**src/rtl/issue_queue_pkg.sv**
```systemverilog
// Shared scheduler types and widths for the issue queue, plus the operand wakeup helper.
package issue_queue_pkg;

    localparam int unsigned DISPATCH_WIDTH = 2;
    localparam int unsigned WB_WIDTH       = 2;
    localparam int unsigned PHY_REG_NUM    = 64;
    localparam int unsigned PREG_W         = $clog2(PHY_REG_NUM);
    localparam int unsigned TAG_W          = 8;

    typedef struct packed {
        logic [TAG_W-1:0]  tag;
        logic [PREG_W-1:0] pdest;
        logic [PREG_W-1:0] src0;
        logic [PREG_W-1:0] src1;
        logic              src0_ready;
        logic              src1_ready;
    } DqEntrySt;

    // Sets the ready bit of any source operand matching a valid writeback tag.
    function automatic DqEntrySt iq_wakeup(
        input DqEntrySt                         e,
        input logic [WB_WIDTH-1:0]              wb,
        input logic [WB_WIDTH-1:0][PREG_W-1:0]  wb_pdest
    );
        DqEntrySt r;
        r = e;
        for (int j = 0; j < WB_WIDTH; j++) begin
            if (wb[j]) begin
                if (e.src0 == wb_pdest[j]) r.src0_ready = 1'b1;
                if (e.src1 == wb_pdest[j]) r.src1_ready = 1'b1;
            end
        end
        return r;
    endfunction

endpackage

```
**src/rtl/issue_queue_age_select.sv**
```systemverilog
// Oldest-ready picker: lowest-index request wins; one-hot grant, index and any-request out.
module iq_age_select #(
    parameter int unsigned N     = 8,
    parameter int unsigned IDX_W = $clog2(N)
) (
    input  logic [N-1:0]     i_req,
    output logic [N-1:0]     o_grant_c,
    output logic [IDX_W-1:0] o_idx_c,
    output logic             o_any_c
);

    // Descending scan so the last hit written is the lowest index.
    always_comb begin
        o_grant_c = '0;
        o_idx_c   = '0;
        o_any_c   = 1'b0;
        for (int i = N - 1; i >= 0; i--) begin
            if (i_req[i]) begin
                o_grant_c    = '0;
                o_grant_c[i] = 1'b1;
                o_idx_c      = IDX_W'(i);
                o_any_c      = 1'b1;
            end
        end
    end

endmodule

```
**src/rtl/issue_queue.sv**
```systemverilog
// Collapsing in-order-age issue queue with writeback wakeup and oldest-ready issue.
// Define IQ_FAST_WAKEUP_EN to let an operand woken this cycle make its entry issuable this cycle.
module issue_queue
    import issue_queue_pkg::*;
#(
    parameter int unsigned IQ_DEPTH = 8
) (
    input  logic                                clk,
    input  logic                                rst_n,
    input  logic                                flush_i,
    input  logic [DISPATCH_WIDTH-1:0]           dispatch_valid_i,
    input  DqEntrySt [DISPATCH_WIDTH-1:0]       dispatch_data_i,
    output logic [DISPATCH_WIDTH-1:0]           dispatch_ready_o,
    output logic                                issue_valid_o,
    output DqEntrySt                            issue_data_o,
    input  logic                                issue_ready_i,
    input  logic [WB_WIDTH-1:0]                 wb_i,
    input  logic [WB_WIDTH-1:0][PREG_W-1:0]     wb_pdest_i
);

    localparam int unsigned CNT_W    = $clog2(IQ_DEPTH + 1);
    localparam int unsigned IDX_W    = $clog2(IQ_DEPTH);
    localparam int unsigned FREE_LIM = IQ_DEPTH - DISPATCH_WIDTH;

    DqEntrySt           r_entries [IQ_DEPTH];
    logic [CNT_W-1:0]   r_cnt;

    DqEntrySt           w_woken   [IQ_DEPTH];
    DqEntrySt           w_view    [IQ_DEPTH];
    DqEntrySt           w_next    [IQ_DEPTH];
    logic [IQ_DEPTH-1:0] w_req;
    logic [IQ_DEPTH-1:0] w_grant;
    logic [IQ_DEPTH-1:0] w_shift;
    logic [IDX_W-1:0]   w_sel_idx;
    logic               w_any;
    logic               w_fire;
    logic               w_accept;
    logic               w_seen;
    logic [CNT_W-1:0]   w_pos;

    // Acceptance looks only at the registered count so it never depends on same-cycle issue.
    assign w_accept         = (r_cnt <= CNT_W'(FREE_LIM));
    assign dispatch_ready_o = {DISPATCH_WIDTH{w_accept}};

    always_comb begin
        for (int i = 0; i < IQ_DEPTH; i++) begin
            w_woken[i] = iq_wakeup(r_entries[i], wb_i, wb_pdest_i);
        end
    end

`ifdef IQ_FAST_WAKEUP_EN
    assign w_view = w_woken;
`else
    assign w_view = r_entries;
`endif

    always_comb begin
        for (int i = 0; i < IQ_DEPTH; i++) begin
            w_req[i] = (CNT_W'(i) < r_cnt) && w_view[i].src0_ready && w_view[i].src1_ready;
        end
    end

    iq_age_select #(
        .N     (IQ_DEPTH),
        .IDX_W (IDX_W)
    ) u_age_select (
        .i_req     (w_req),
        .o_grant_c (w_grant),
        .o_idx_c   (w_sel_idx),
        .o_any_c   (w_any)
    );

    assign issue_valid_o = w_any;
    assign issue_data_o  = w_view[w_sel_idx];
    assign w_fire        = w_any & issue_ready_i;

    // Collapse above the issued slot, then append accepted lanes after the survivors.
    always_comb begin
        w_seen = 1'b0;
        for (int i = 0; i < IQ_DEPTH; i++) begin
            w_seen     = w_seen | w_grant[i];
            w_shift[i] = w_fire & w_seen;
        end
        for (int i = 0; i < IQ_DEPTH - 1; i++) begin
            w_next[i] = w_shift[i] ? w_woken[i + 1] : w_woken[i];
        end
        w_next[IQ_DEPTH-1] = w_shift[IQ_DEPTH-1] ? '0 : w_woken[IQ_DEPTH-1];
        w_pos = r_cnt - CNT_W'(w_fire);
        if (w_accept) begin
            for (int k = 0; k < DISPATCH_WIDTH; k++) begin
                if (dispatch_valid_i[k]) begin
                    w_next[IDX_W'(w_pos)] = iq_wakeup(dispatch_data_i[k], wb_i, wb_pdest_i);
                    w_pos                 = w_pos + CNT_W'(1);
                end
            end
        end
    end

    always_ff @(posedge clk or negedge rst_n) begin
        if (!rst_n) begin
            r_cnt <= '0;
            for (int i = 0; i < IQ_DEPTH; i++) r_entries[i] <= '0;
        end else if (flush_i) begin
            r_cnt <= '0;
        end else begin
            r_cnt <= w_pos;
            for (int i = 0; i < IQ_DEPTH; i++) r_entries[i] <= w_next[i];
        end
    end

endmodule

```
**config.mk**
```make
export PLATFORM = sky130hd
export DESIGN_NAME = issue_queue
export DESIGN_NICKNAME = d
export VERILOG_FILES = /design/src/rtl/issue_queue_pkg.sv /design/src/rtl/issue_queue_age_select.sv /design/src/rtl/issue_queue.sv
export SDC_FILE = /design/constraint.sdc
export NUM_CORES = 1
export LEC_CHECK = 0
export BUFFER_PORTS_ARGS = -buffer_cell sky130_fd_sc_hd__buf_2
export CORE_MARGIN = 2
export CORE_UTILIZATION = 55
export CTS_BUF_LIST = sky130_fd_sc_hd__clkbuf_4
export DETAILED_ROUTE_END_ITERATION = 10
export HOLD_SLACK_MARGIN = 0.05
export PLACE_DENSITY_LB_ADDON = 0.1
export SYNTH_ARGS = -nofsm -noshare
export SYNTH_HDL_FRONTEND = slang
export SYNTH_SLANG_ARGS = --single-unit
```
**constraint.sdc**
```tcl
create_clock -name clk -period 5.83 [get_ports clk]
set_input_delay 0.8745 -clock clk [delete_from_list [all_inputs] [get_ports clk]]
set_output_delay 0.8745 -clock clk [all_outputs]
set_load 0.01 [all_outputs]
```
* After elaboration in Yosys (flattened, before gate mapping) *
Index checks and enable logic that the tools add are counted.

word-level totals
  register bits after elaboration = 228
  bits of input ports = 76
  output and inout bits = 31
  logic and storage cells = 257

operators by class
  add/subtract/negate cells = 3
  $lt $le $gt $ge = 14
  equality and inequality tests = 40
  multiplexer cells = 114
  bitwise gates (word level) = 19
  reduce and logical (&&, ||, !) cells = 18

operators with widths
  operator               count
  $mux W224              4
  $bwmux W224            2
  $mux W28               12
  $eq A6 B6 Y1           40
  $demux W28 S3          2
  $bmux W28 S3           1
  $mux W8                8
  $mux W1                48
  $mux W2                24
  $mux W3                8
  $mux W4                5
  $logic_and A1 B1 Y1    18
  $lt A3 B4 Y1 const A   4
  $ge A4 B4 Y1 const B   3
  $not A3 Y4             3
  $and A1 B1 Y1          9
  $add A4 B1 Y4 const B  2
  $lt A1 B4 Y1 const A   2
  $lt A2 B4 Y1 const A   2
  $lt A4 B1 Y1 const B   2
  $or A1 B1 Y1           7
  $le A4 B3 Y1 const B   1
  $sub A4 B1 Y4          1

* Longest topological paths before layout *
  depth in word-level cells = 26
  gate-level depth with buffers = 18
  depth with buffers taken out = 16

* By module *
A second synthesis with hierarchy kept.

unflattened totals
  cells, all modules = 1883
  area total of the unflattened synthesis = 17301.6 sq um

modules (own cells, without submodules)
  module         instances  cells each  area an instance (sq um)  seq. area each (sq um)
  issue_queue    1          1861        17142.7                   5705.5
  iq_age_select  1          22          158.9                     0.0

* Worst setup path after synthesis *
OpenSTA, ideal clock, no wires.

  path type = reg-to-reg
  start point = reg r_cnt[1]
  end point = reg r_entries[32] (netlist name)
  setup time = 0.126 ns
  data arrival time = 4.085 ns
  data required time = 5.704 ns
  path slack = 1.619 ns
  stages on the path, launching flop included = 19
  path buffers = 4
  clock period less this slack = 4.211 ns
  path through = dfrtp_1 -> buf_6 -> o311ai_0 -> o21a_1 -> nand3_1 -> o21a_1 -> ha_1 -> xnor2_4 -> inv_2 -> ha_1 -> and2_1 -> xor3_2 -> nand3_2 -> a21o_1 -> buf_2 -> a21o_1 -> buf_6 -> buf_2 -> a221o_1

between the ends
  cells in the longest elaborated chain, start to end = 24
  elaborated cells between the ends (all ways) = 71
  classes of those cells = add/sub (2); order compare (13); mux (28); bitwise (10); reduce/logical (18)

RTL lines
  item                                                                             line                                             source
  start, declared                                                                  issue_queue.sv:26                                logic [CNT_W-1:0] r_cnt;
  start signal, assigned                                                           issue_queue.sv:106                               r_cnt <= w_pos;
  $lt A3 B4 Y1                                                                     issue_queue.sv:59                                w_req[i] = (CNT_W'(i) < r_cnt) && w_view[i].src0_ready && w_view[i].src1_ready;
  $logic_and A1 B1 Y1 (2 in series)                                                issue_queue.sv:59
  $mux W1 / $mux W8 (equally long branches) (7 in series)                          issue_queue_age_select.sv:18                     if (i_req[i]) begin
  $mux W1 / $or A1 B1 Y1 (equally long branches)                                   issue_queue_age_select.sv:18, issue_queue.sv:81
  $and A1 B1 Y1 / $or A1 B1 Y1 (equally long branches)                             issue_queue.sv:75, issue_queue.sv:81
  $sub A4 B1 Y4 / $or A1 B1 Y1 (equally long branches)                             issue_queue.sv:88, issue_queue.sv:81
  $add A4 B1 Y4, or another cell as far along                                      issue_queue.sv:93                                w_pos = w_pos + CNT_W'(1);
  $mux W4, or another cell as far along                                            issue_queue.sv:91                                if (dispatch_valid_i[k]) begin
  $mux W4, or another cell as far along                                            issue_queue.sv:89                                if (w_accept) begin
  $not A3 Y4 (not written as such), or another cell as far along                   issue_queue.sv:92                                w_next[IDX_W'(w_pos)] = iq_wakeup(dispatch_data_i[k], wb_i, wb_pdest_i);
  $ge A4 B4 Y1 (not written as such), or another cell as far along                 issue_queue.sv:92
  $logic_and A1 B1 Y1 (not written as such) / $bwmux W224 (equally long branches)  issue_queue.sv:92
  $mux W28 (not written as such) / $mux W224 (equally long branches)               issue_queue.sv:92, issue_queue.sv:91
  $demux W28 S3 / $mux W224 (equally long branches)                                issue_queue.sv:92, issue_queue.sv:89
  $bwmux W224                                                                      issue_queue.sv:92
  $mux W224                                                                        issue_queue.sv:91
  $mux W224 *                                                                      issue_queue.sv:89

Every way passes the cells marked *; elsewhere a longest branch is shown, timed or not. The select of a mux whose other input is x is not followed.
A chain may end at the register's enable or synchronous reset.

==> impl_metrics.yaml <==
sta:
  worst_pin_slew_ns: 1.30
  setup_viol: 0
  max_freq_mhz: 183
  worst_slack_ns: 0.354
  fin_crit_sh_pct: 93.9
  finalHoldViolations: 0
  slew_violations: 0
  min_period_ns: 5.48
  worst_clock_skew_ns: 0.0823
  rsz0062_at_grt: "no"
  slew_headroom_pct: 12.6
  tns_ns: 0
critical_path:
  critPathArrivalTime_ns: 4.60
  cp_top_family: "compound AO/OA/AOI/OAI gates"
  crit_path_cell_trace: "a211oi_1 > o22ai_1 > a21oi_1 > buf_4 > nand2b_1 > o32ai_1 > a221oi_1 > buf_2"
  crit_buf_inv: 2
  cp-start-kind: "register"
  crit_required_ns: 4.96
  max_stage_delay_ns: 0.88
  criticalPathCategory: "reg2out"
  cp_slowest_cell: "nand2b_1"
  endpoint_kind: "primary output"
  crit_fanout: 16
clock_tree:
  insertion_delay_ns: 0.80
  cts_buffers: 70
  cts_setup_buffers: 0
  post_cts_resized: 0
  clock-sinks: 228
  cts_hold_buf: 0
  h-tree-depth: 3
  cts_tree: "done"
  clk_pin_slew_worst_paths_ns: 0.07
  cts.path.max_buffers: 3
  cts-root-buf: "clkbuf_4"
logic_synthesis:
  synth_most_common_cell: "dfrtp_1"
  yosysSeqAreaShare_pct: 30.4
  synth_area_leaders: "dfrtp_1 30%, xor2_1 6.2%, mux2i_1 5.5%"
  syn_area_per_cell_sq_um: 8.71
  yosysTopAreaCell: "dfrtp_1"
  synth_top_family_by_area: "compound AO/OA/AOI/OAI gates"
  ys_seq_elements: 228
  synth_xor_area_share_pct: 12.0
  yosys.area.top_type_share_pct: 30.4
  synth-compound-area-share_pct: 24.4
  synth_nets: 2236
  synth-async-reset-ratio_pct: 100
  synth_fa_ha_area_share_pct: 0.267
  synthSimpleGateAreaFrac_pct: 17.9
  yosys-top-cells-count: "228 x dfrtp_1, 179 x nor2_1, 156 x clkbuf_1"
  synth_edf_count: 0
  ys_warn_count: 0
  netlist_instances: 2156
  syn_area_sq_um: 18800
  ys_dominant_reg_cell: "dfrtp_1"
  synthMuxAreaShare_pct: 8.66
  synth.distinct_cells: 73
routing:
  drt_iter0_drc: 2822
  firstDrtPassIters: 7
  vias_per_cell: 7.41
  wl_per_cell_um: 31.7
  dr_total_vias: 19700
  route.detailed.drc: 0
  detail-route-antenna-nets: 0
  wl_mm: 84.3
global_routing:
  grt_max_degree: 117
  overflow: 0
  grt_pass1_wl_mm: 125
  grt_pass1_vias: 19300
  antenna_found_initial: 7
  grtUsageTotal_pct: 46.8
finish:
  drive_above_1_share_pct: 18.2
  nets: 2243
  syn2layout_area_growth_pct: 8.68
  design_area_sq_um: 20400
  fin_util_pct: 60.8
pwr:
  ir_worst_vdd_uv: 409
  finalPower_mw: 14.1
  powerDensity_nw_per_um2: 692
  leakagePower_nw: 8.47
min_path:
  holdCritPathClass: "in2async"
floorplanning:
  die_h_um: 189
  dieArea_sq_um: 35600
  rows: 67
  die_w_um: 189
  core_area_sq_um: 33500
  initial_core_util_pct: 56.0
  io_pins: 107
place:
  place_congestion: 0.997
  pre_cts_ws_ns: 0.722
  dpl.hpwl_mm: 53.0
  placed_cell_area_sq_um: 19600
  io_buffers: 106
job:
  max_cap_viol_count: 0
outcome:
  status: "finished, final reports clean"
layer usage:
layer  vias to the layer above  routed length (um)  GRT usage, %
li1                       8127                   -             -
met1                      9392               30400          58.6
met2                      1735               35900          69.0
met3                       444               11300          13.3
met4                         4                6650          34.3
met5                         -                  29             0
placed cells by master, fill, tap and decap left out, types with 45 or more instances in the layout:
cell type  instances
o22ai_1           68
nor4_1           109
mux2_2            50
a21oi_1           45
and3_1            51
nor2_1           178
dfrtp_1          228
a221o_1           76
nor2b_1           76
nand2_1          131
a2bb2oi_1         51
clkbuf_4          99
xnor2_1          116
buf_2            104
xor2_1           132
mux2i_1          104
buf_4             66
path summary, 6_finish.rpt:
path                          startpoint              end  slack (ns)  cells past startpoint
setup / recovery                r_cnt[1]  issue_data_o[3]        0.35                      8
min in group clk           r_entries[24]    r_entries[24]        0.50                      1
max in group asynchronous          rst_n    r_entries[19]        4.37                      2
hold reg to reg            r_entries[24]    r_entries[24]        0.50                      1
setup reg to reg                r_cnt[1]    r_entries[59]        0.56                     15
hold / removal                     rst_n   r_entries[147]        0.23                      1
power breakdown:
group | leakage [nW] | internal (mW) | switching, mW
sequential | 2.81 | 2.27 | 0.908
clock | 0.491 | 0.815 | 0.788
combinational | 5.17 | 3.56 | 5.78
total | 8.47 | 6.64 | 7.47
area by class of cell:
| class | instances | area (sq um) |
|---|---|---|
| Multi-Input combinational cell | 1641 | 12000 |
| Inverter | 44 | 169 |
| Antenna cell | 7 | 17.5 |
| Clock buffer | 99 | 743 |
| Timing Repair Buffer | 178 | 1160 |
| Tap cell | 448 | 561 |
| Sequential cell | 228 | 5710 |
| Clock inverter | 14 | 82.6 |
| Fill cell | 2967 | 13100 |
flip-flops by register name, indices dropped and copies added, names as in the netlist:
name       flops
r_entries    224
r_cnt          4
stage by stage:
stage          std cells  hold slack (ns)
2_1_floorplan       2156            0.469
3_3_place_gp        2539            0.490
3_5_place_dp        2539            0.491
4_1_cts             2652            0.241
5_1_grt             2655            0.307
6_report            2659            0.234
logic make-up (layout without fill, tap and decap cells):
kind of cell | count (synthesis) | after routing
other cells | 0 | 7
simple gates | 666 | 666
buf+inv | 287 | 335
fa+ha+maj | 4 | 4
flops | 228 | 228
compound gates | 565 | 565
mux | 155 | 155
xor+xnor | 251 | 251
Note: power is estimated with default switching activity, not from simulation.
